## src/rtl/alu_seq.sv

```systemverilog
`default_nettype none
// ============================================================================
// Module      : alu_seq
// Description : Handshaked ALU with single-cycle ops and an iterative
//               restoring divider; one registered result per OUT_VALID pulse.
// Revision    : 1.0 - initial release
// ============================================================================
module alu_seq #(
    parameter int WIDTH = 16   // >= 4, power of two
) (
    input  logic             CLK,
    input  logic             RST,
    input  logic             IN_VALID,
    output logic             IN_READY,
    input  logic [WIDTH-1:0] A,
    input  logic [WIDTH-1:0] B,
    input  logic [3:0]       ALU_FUN,
    output logic             OUT_VALID,
    output logic [WIDTH-1:0] ALU_OUT,
    output logic             CARRY,
    output logic             DIV_ZERO,
    output logic             Arith_flag,
    output logic             Logic_flag,
    output logic             CMP_flag,
    output logic             Shift_flag
);

    localparam int c_SH_W  = $clog2(WIDTH);
    localparam int c_CNT_W = c_SH_W + 1;

    localparam logic [3:0] c_OP_DIV = 4'h3;

    // Class vector order: {arith, logic, cmp, shift}
    localparam logic [3:0] c_CLS_ARITH = 4'b1000;
    localparam logic [3:0] c_CLS_LOGIC = 4'b0100;
    localparam logic [3:0] c_CLS_CMP   = 4'b0010;
    localparam logic [3:0] c_CLS_SHIFT = 4'b0001;

    typedef enum logic [0:0] {
        S_IDLE = 1'b0,
        S_DIV  = 1'b1
    } state_t;

    state_t             r_state_q,     w_state_d;
    logic [c_CNT_W-1:0] r_cnt_q,       w_cnt_d;
    logic [WIDTH-1:0]   r_rem_q,       w_rem_d;
    logic [WIDTH-1:0]   r_quo_q,       w_quo_d;
    logic [WIDTH-1:0]   r_dvs_q,       w_dvs_d;
    logic               r_out_valid_q, w_out_valid_d;
    logic [WIDTH-1:0]   r_alu_out_q,   w_alu_out_d;
    logic               r_carry_q,     w_carry_d;
    logic               r_div_zero_q,  w_div_zero_d;
    logic [3:0]         r_cls_q,       w_cls_d;

    logic [WIDTH:0]     w_sum;
    logic [WIDTH:0]     w_diff;
    logic [WIDTH-1:0]   w_prod;
    logic [c_SH_W-1:0]  w_sh;
    logic [WIDTH-1:0]   w_res;
    logic               w_res_carry;
    logic               w_res_dz;
    logic [3:0]         w_res_cls;
    logic               w_in_ready;
    logic               w_accept;
    logic [WIDTH:0]     w_rem_sh;
    logic               w_ge;
    logic [WIDTH-1:0]   w_trial;
    logic [WIDTH-1:0]   w_quo_nxt;
    logic [WIDTH-1:0]   w_rem_nxt;

    assign w_sum  = {1'b0, A} + {1'b0, B};
    assign w_diff = {1'b0, A} - {1'b0, B};
    assign w_prod = A * B;
    assign w_sh   = B[c_SH_W-1:0];

    always_comb begin
        w_res       = '0;
        w_res_carry = 1'b0;
        w_res_dz    = 1'b0;
        w_res_cls   = c_CLS_ARITH;
        case (ALU_FUN)
            4'h0: begin w_res = w_sum[WIDTH-1:0];  w_res_carry = w_sum[WIDTH];  end
            4'h1: begin w_res = w_diff[WIDTH-1:0]; w_res_carry = w_diff[WIDTH]; end
            4'h2: w_res = w_prod;
            // Only reaches the output path when B == 0; nonzero B goes to the divider.
            4'h3: begin w_res = '1; w_res_dz = 1'b1; end
            4'h4: begin w_res = A & B;    w_res_cls = c_CLS_LOGIC; end
            4'h5: begin w_res = A | B;    w_res_cls = c_CLS_LOGIC; end
            4'h6: begin w_res = ~(A & B); w_res_cls = c_CLS_LOGIC; end
            4'h7: begin w_res = ~(A | B); w_res_cls = c_CLS_LOGIC; end
            4'h8: begin w_res = A ^ B;    w_res_cls = c_CLS_LOGIC; end
            4'h9: begin w_res = ~(A ^ B); w_res_cls = c_CLS_LOGIC; end
            4'hA: begin
                w_res     = (A == B) ? {{(WIDTH-2){1'b0}}, 2'd1} : '0;
                w_res_cls = c_CLS_CMP;
            end
            4'hB: begin
                w_res     = (A > B) ? {{(WIDTH-2){1'b0}}, 2'd2} : '0;
                w_res_cls = c_CLS_CMP;
            end
            4'hC: begin
                w_res     = (A < B) ? {{(WIDTH-2){1'b0}}, 2'd3} : '0;
                w_res_cls = c_CLS_CMP;
            end
            4'hD: begin w_res = A >> w_sh; w_res_cls = c_CLS_SHIFT; end
            4'hE: begin w_res = A << w_sh; w_res_cls = c_CLS_SHIFT; end
            4'hF: begin w_res = $unsigned($signed(A) >>> w_sh); w_res_cls = c_CLS_SHIFT; end
            default: w_res = '0;
        endcase
    end

    // One restoring step: after a successful trial the remainder is below
    // the divisor, so the low WIDTH bits of the difference are exact.
    assign w_rem_sh  = {r_rem_q, r_quo_q[WIDTH-1]};
    assign w_ge      = (w_rem_sh >= {1'b0, r_dvs_q});
    assign w_trial   = w_rem_sh[WIDTH-1:0] - r_dvs_q;
    assign w_quo_nxt = {r_quo_q[WIDTH-2:0], w_ge};
    assign w_rem_nxt = w_ge ? w_trial : w_rem_sh[WIDTH-1:0];

    assign w_in_ready = (r_state_q == S_IDLE) && !RST;
    assign w_accept   = IN_VALID && w_in_ready;

    always_comb begin
        w_state_d     = r_state_q;
        w_cnt_d       = r_cnt_q;
        w_rem_d       = r_rem_q;
        w_quo_d       = r_quo_q;
        w_dvs_d       = r_dvs_q;
        w_out_valid_d = 1'b0;
        w_alu_out_d   = r_alu_out_q;
        w_carry_d     = r_carry_q;
        w_div_zero_d  = r_div_zero_q;
        w_cls_d       = r_cls_q;
        case (r_state_q)
            S_IDLE: begin
                if (w_accept) begin
                    if ((ALU_FUN == c_OP_DIV) && (B != '0)) begin
                        w_state_d = S_DIV;
                        w_dvs_d   = B;
                        w_quo_d   = A;
                        w_rem_d   = '0;
                        w_cnt_d   = c_CNT_W'(WIDTH);
                    end else begin
                        w_out_valid_d = 1'b1;
                        w_alu_out_d   = w_res;
                        w_carry_d     = w_res_carry;
                        w_div_zero_d  = w_res_dz;
                        w_cls_d       = w_res_cls;
                    end
                end
            end
            S_DIV: begin
                w_rem_d = w_rem_nxt;
                w_quo_d = w_quo_nxt;
                w_cnt_d = r_cnt_q - c_CNT_W'(1);
                if (r_cnt_q == c_CNT_W'(1)) begin
                    w_state_d     = S_IDLE;
                    w_out_valid_d = 1'b1;
                    w_alu_out_d   = w_quo_nxt;
                    w_carry_d     = 1'b0;
                    w_div_zero_d  = 1'b0;
                    w_cls_d       = c_CLS_ARITH;
                end
            end
            default: w_state_d = S_IDLE;
        endcase
    end

    always_ff @(posedge CLK) begin
        if (RST) begin
            r_state_q     <= S_IDLE;
            r_cnt_q       <= '0;
            r_rem_q       <= '0;
            r_quo_q       <= '0;
            r_dvs_q       <= '0;
            r_out_valid_q <= 1'b0;
            r_alu_out_q   <= '0;
            r_carry_q     <= 1'b0;
            r_div_zero_q  <= 1'b0;
            r_cls_q       <= '0;
        end else begin
            r_state_q     <= w_state_d;
            r_cnt_q       <= w_cnt_d;
            r_rem_q       <= w_rem_d;
            r_quo_q       <= w_quo_d;
            r_dvs_q       <= w_dvs_d;
            r_out_valid_q <= w_out_valid_d;
            r_alu_out_q   <= w_alu_out_d;
            r_carry_q     <= w_carry_d;
            r_div_zero_q  <= w_div_zero_d;
            r_cls_q       <= w_cls_d;
        end
    end

    assign IN_READY   = w_in_ready;
    assign OUT_VALID  = r_out_valid_q;
    assign ALU_OUT    = r_alu_out_q;
    assign CARRY      = r_carry_q;
    assign DIV_ZERO   = r_div_zero_q;
    assign Arith_flag = r_cls_q[3];
    assign Logic_flag = r_cls_q[2];
    assign CMP_flag   = r_cls_q[1];
    assign Shift_flag = r_cls_q[0];

endmodule
`default_nettype wire

```

## config.mk

```make
export PLATFORM = sky130hd
export DESIGN_NAME = alu_seq
export DESIGN_NICKNAME = d
export VERILOG_FILES = /design/src/rtl/alu_seq.sv
export SDC_FILE = /design/constraint.sdc
export NUM_CORES = 1
export LEC_CHECK = 0
export BUFFER_PORTS_ARGS = -buffer_cell sky130_fd_sc_hd__buf_2
export CAP_MARGIN = 20
export CORE_MARGIN = 3
export CORE_UTILIZATION = 53
export CTS_CLUSTER_DIAMETER = 80
export DETAILED_ROUTE_END_ITERATION = 8
export PLACE_DENSITY = 0.71
export SLEW_MARGIN = 30
export SYNTH_ARGS = -nofsm -noshare
export SYNTH_HDL_FRONTEND = slang
export SYNTH_SLANG_ARGS = --single-unit
```

## constraint.sdc

```tcl
create_clock -name CLK -period 16.25 [get_ports CLK]
set_input_delay 0.8125 -clock CLK [delete_from_list [all_inputs] [get_ports CLK]]
set_output_delay 0.8125 -clock CLK [all_outputs]
set_load 0.1 [all_outputs]
```

==> metrics.md <==
| Metric | Value |
|---|---|
| Post-CTS Setup Repair Bufs | 0 |
| Dominant cell type by area after synthesis | fa_1 |
| CP Depth | 25 |
| # fillers | 2236 |
| Clk_skew | 14.2 ps |
| Max rail drop VDD | 0.0989 mV |
| Worst slew pin tran | 1000 ps |
| Largest net degree at the start of global routing | 63 |
| Reg2Reg Setup Slack | 13130 ps |
| Total GRT Usage | 0.360 |
| Number of synthesized flops with an enable pin | 0 |
| Clock buffer depth | 2 |
| TritonCTS clock tree | built |
| Post-CTS sizing | 0 |
| Die height | 159 um |
| Post-Place Setup Slack | 9180 ps |
| Worst R2R Path Depth | 11 |
| Post-route ant nets | 0 |
| Slew HR | 0.330 |
| Cts hold-fix bufs | 0 |
| N_diodes | 0 |
| DRT iter0 DRCs | 1734 |
| First drt pass iteration count | 6 |
| Fin crit period | 6830 ps |
| Die area | 25400 um^2 |
| Reg power frac | 0.143 |
| Worst Setup SP | B[1] |
| FF-to-FF End | ALU_OUT[0] |
| Worst Setup EP | ALU_OUT[14] |
| Power Density | 106 nW/um^2 |
| Seq cells post-synth | 77 |
| Synth Net Count | 1896 |
| WL/cell | 23.8 um |
| Setup WS post-layout | 9420 ps |
| Hold Vio Cnt, Final | 0 |
| TNS Setup | 0 ps |
| FFs w/ async S/R, synth | 0 |
| Yosys warnings | 0 |
| Crit Path Category | primary input to flip-flop |
| Clock share of power | 0.151 |
| Sequential area share after synthesis | 0.124 |
| Core box area | 22800 um^2 |
| Yosys top cell area share | 0.133 |
| Final WL | 46.5 mm |
| Sw frac | 0.490 |
| Cells after synthesis | 1658 |
| CTS Buf Count | 9 |
| Worst flop-to-flop path startpoint | r_dvs_q[10] |
| Fraction of layout cells with a size suffix above 1 | 0.0907 |
| Vias/cell | 6.29 |
| RSZ-0062 raised after global routing | false |
| Clk pin slew, worst setup/hold paths | 70 ps |
| F_max | 146 MHz |
| Setup crit end kind | flip-flop |
| I/O pin count | 63 |
| CP max stage cell | clkinv_1 |
| Syn Area/Cell | 7.51 um^2 |
| Required time worst endpoint | 16480 ps |
| Slew Viols, Final | 0 |
| Nets | 1876 |
| Status | complete, no violations |
| Die X | 159 um |
| Initial Utilization | 0.545 |
| Final period util | 0.421 |
| CTS H-tree depth | 3 |
| DR vias | 12300 |
| Syn-to-layout area delta | 5.16% |
| DRC Markers | 0 |
| Int Pwr | 0.709 mW |
| Distinct cells, synth | 90 |
| RD Place Congestion | 1.02 |
| Final setup vio count | 0 |
| Total global routing overflow | 0 |
| Combinational Power Share | 0.706 |
| CP bufs+invs | 9 |
| Crit-path max FO | 54 |
| Netlist Area Pre-Place | 12500 um^2 |
| Detail Placement HPWL | 34.8 mm |
| Clock root buffer | clkbuf_16 |
| First-pass GRT wire length | 71.2 mm |
| Clk Latency, worst-skew pair | 340 ps |
| NetSw | 0.681 mW |
| Initial antenna violation count | 1 |
| Crit path DAT | 7070 ps |
| Row count | 55 |
| Static Leak | 5.68 nW |
| Clock sinks | 77 |
| Main synth FF type | dfxtp_1 |
| CP peak stage delay | 570 ps |
| HP Class | flip-flop to flip-flop |
| Largest delay share family, worst path | adder cells |
| PortBufs | 62 |
| Max-cap viol count | 0 |
| Startpoint types | primary input |
| Crit path top cell by count | inv_1 |
| Area contributors post-synth | fa_1, dfxtp_1, ha_1, nand2_1, inv_1 |
| Vias in the first global route | 11800 |
-- final cells by class --
| type | instances | area (um^2) | share of cell area |
|---|---|---|---|
| inverters | 199 | 747 | 0.0570 |
| well taps | 313 | 392 | 0.0299 |
| clock inverters | 5 | 60.1 | 0.00459 |
| multi-input cells | 1274 | 9690 | 0.740 |
| repair buffers | 77 | 423 | 0.0323 |
| clock buffers | 10 | 239 | 0.0182 |
| flip-flops and latches | 77 | 1540 | 0.118 |
-- cells in the final DEF, fill, tap and decap left out, types with 18 or more instances in the layout --
| master | netlist | layout |
|---|---|---|
| xor2_1 | 26 | 26 |
| ha_1 | 116 | 116 |
| nor2_1 | 167 | 167 |
| inv_1 | 191 | 191 |
| nand3_1 | 19 | 19 |
| dfxtp_1 | 77 | 77 |
| a31oi_1 | 18 | 18 |
| a21oi_1 | 115 | 115 |
| fa_1 | 83 | 83 |
| nor3_1 | 39 | 39 |
| o21ai_0 | 80 | 80 |
| buf_2 | 28 | 62 |
| xnor2_1 | 60 | 60 |
| nand2_1 | 229 | 229 |
| mux4_2 | 23 | 23 |
| nor2b_1 | 20 | 19 |
-- logic make-up (layout without fill, tap and decap cells) --
kind of cell,Yosys count,count (layout),share of synthesized area
compound gates,391,391,0.209
xor+xnor,87,87,0.0623
fa+ha+maj,199,199,0.250
buf+inv,307,291,0.0994
flops,77,77,0.124
mux,44,44,0.0598
simple gates,553,553,0.195
-- synthesized netlist by cell type, drive strengths merged, types with 19 or more instances --
master / n
dfxtp: 77
o21ai: 86
nor2: 167
a21oi: 116
ha: 116
inv: 192
buf: 42
nand2: 229
nand3: 19
xor2: 26
clkbuf: 66
nor3: 41
mux4: 23
xnor2: 60
nor2b: 20
fa: 83
a211oi: 19
-- registers in the layout, indices dropped and copies added, names as in the netlist --
signal	cells
ALU_OUT	16
CARRY	1
DIV_ZERO	1
OUT_VALID	1
r_cls_q	4
r_cnt_q	5
r_dvs_q	16
r_quo_q	16
r_rem_q	16
r_state_q	1
-- power groups by stage --
stage | Sequential, mW | Combinational, mW | Clock [mW]
final | 0.199 | 0.981 | 0.210
after global routing | 0.200 | 1.07 | 0.221
after CTS | 0.199 | 0.962 | 0.213
after detailed placement | 0.203 | 0.958 | 0
after global placement | 0.204 | 0.943 | 0
after floorplan | 0.238 | 0.682 | 0
-- per-stage QoR --
stage	hold WS (ps)	power, mW	utilization	instances	area (um^2)
2_1_floorplan	432	0.920	-	1658	12500
3_3_place_gp	442	1.15	0.560	1940	12800
3_5_place_dp	448	1.16	0.560	1940	12800
4_1_cts	457	1.37	0.573	1955	13100
5_1_grt	476	1.49	0.573	1955	13100
6_report	455	1.39	0.573	1955	13100
-- how the worst min path moves through the flow --
stage,startpoint,endpoint,slack (ps),depth (start not counted)
after floorplan,r_quo_q[1],r_quo_q[1],430,2
after global routing,r_dvs_q[14],r_dvs_q[14],480,2
final,r_dvs_q[13],r_dvs_q[13],450,2
after CTS,r_dvs_q[5],r_dvs_q[5],460,2
after detailed placement,r_dvs_q[15],r_dvs_q[15],450,2
after global placement,r_quo_q[4],r_quo_q[4],440,2
-- worst register-to-register path, stage by stage, from the launching register on --
cell       delay [ps]
dfxtp_1           330
inv_1              50
ha_1              340
a21oi_1           200
nor2b_1           100
o21ai_0           150
nand2b_1          140
o31ai_4           700
buf_4             330
o2bb2ai_2         130
a2111oi_2         420
a21oi_1           120
-- per-layer routing --
metal	track usage	part of all wire	vias up
met5	0	0.00028	-
met4	0.109	0.032	2
met3	0.0747	0.11	91
met2	0.546	0.43	754
met1	0.518	0.43	5863
li1	-	-	5579
Power figures use the tool's default switching activity.
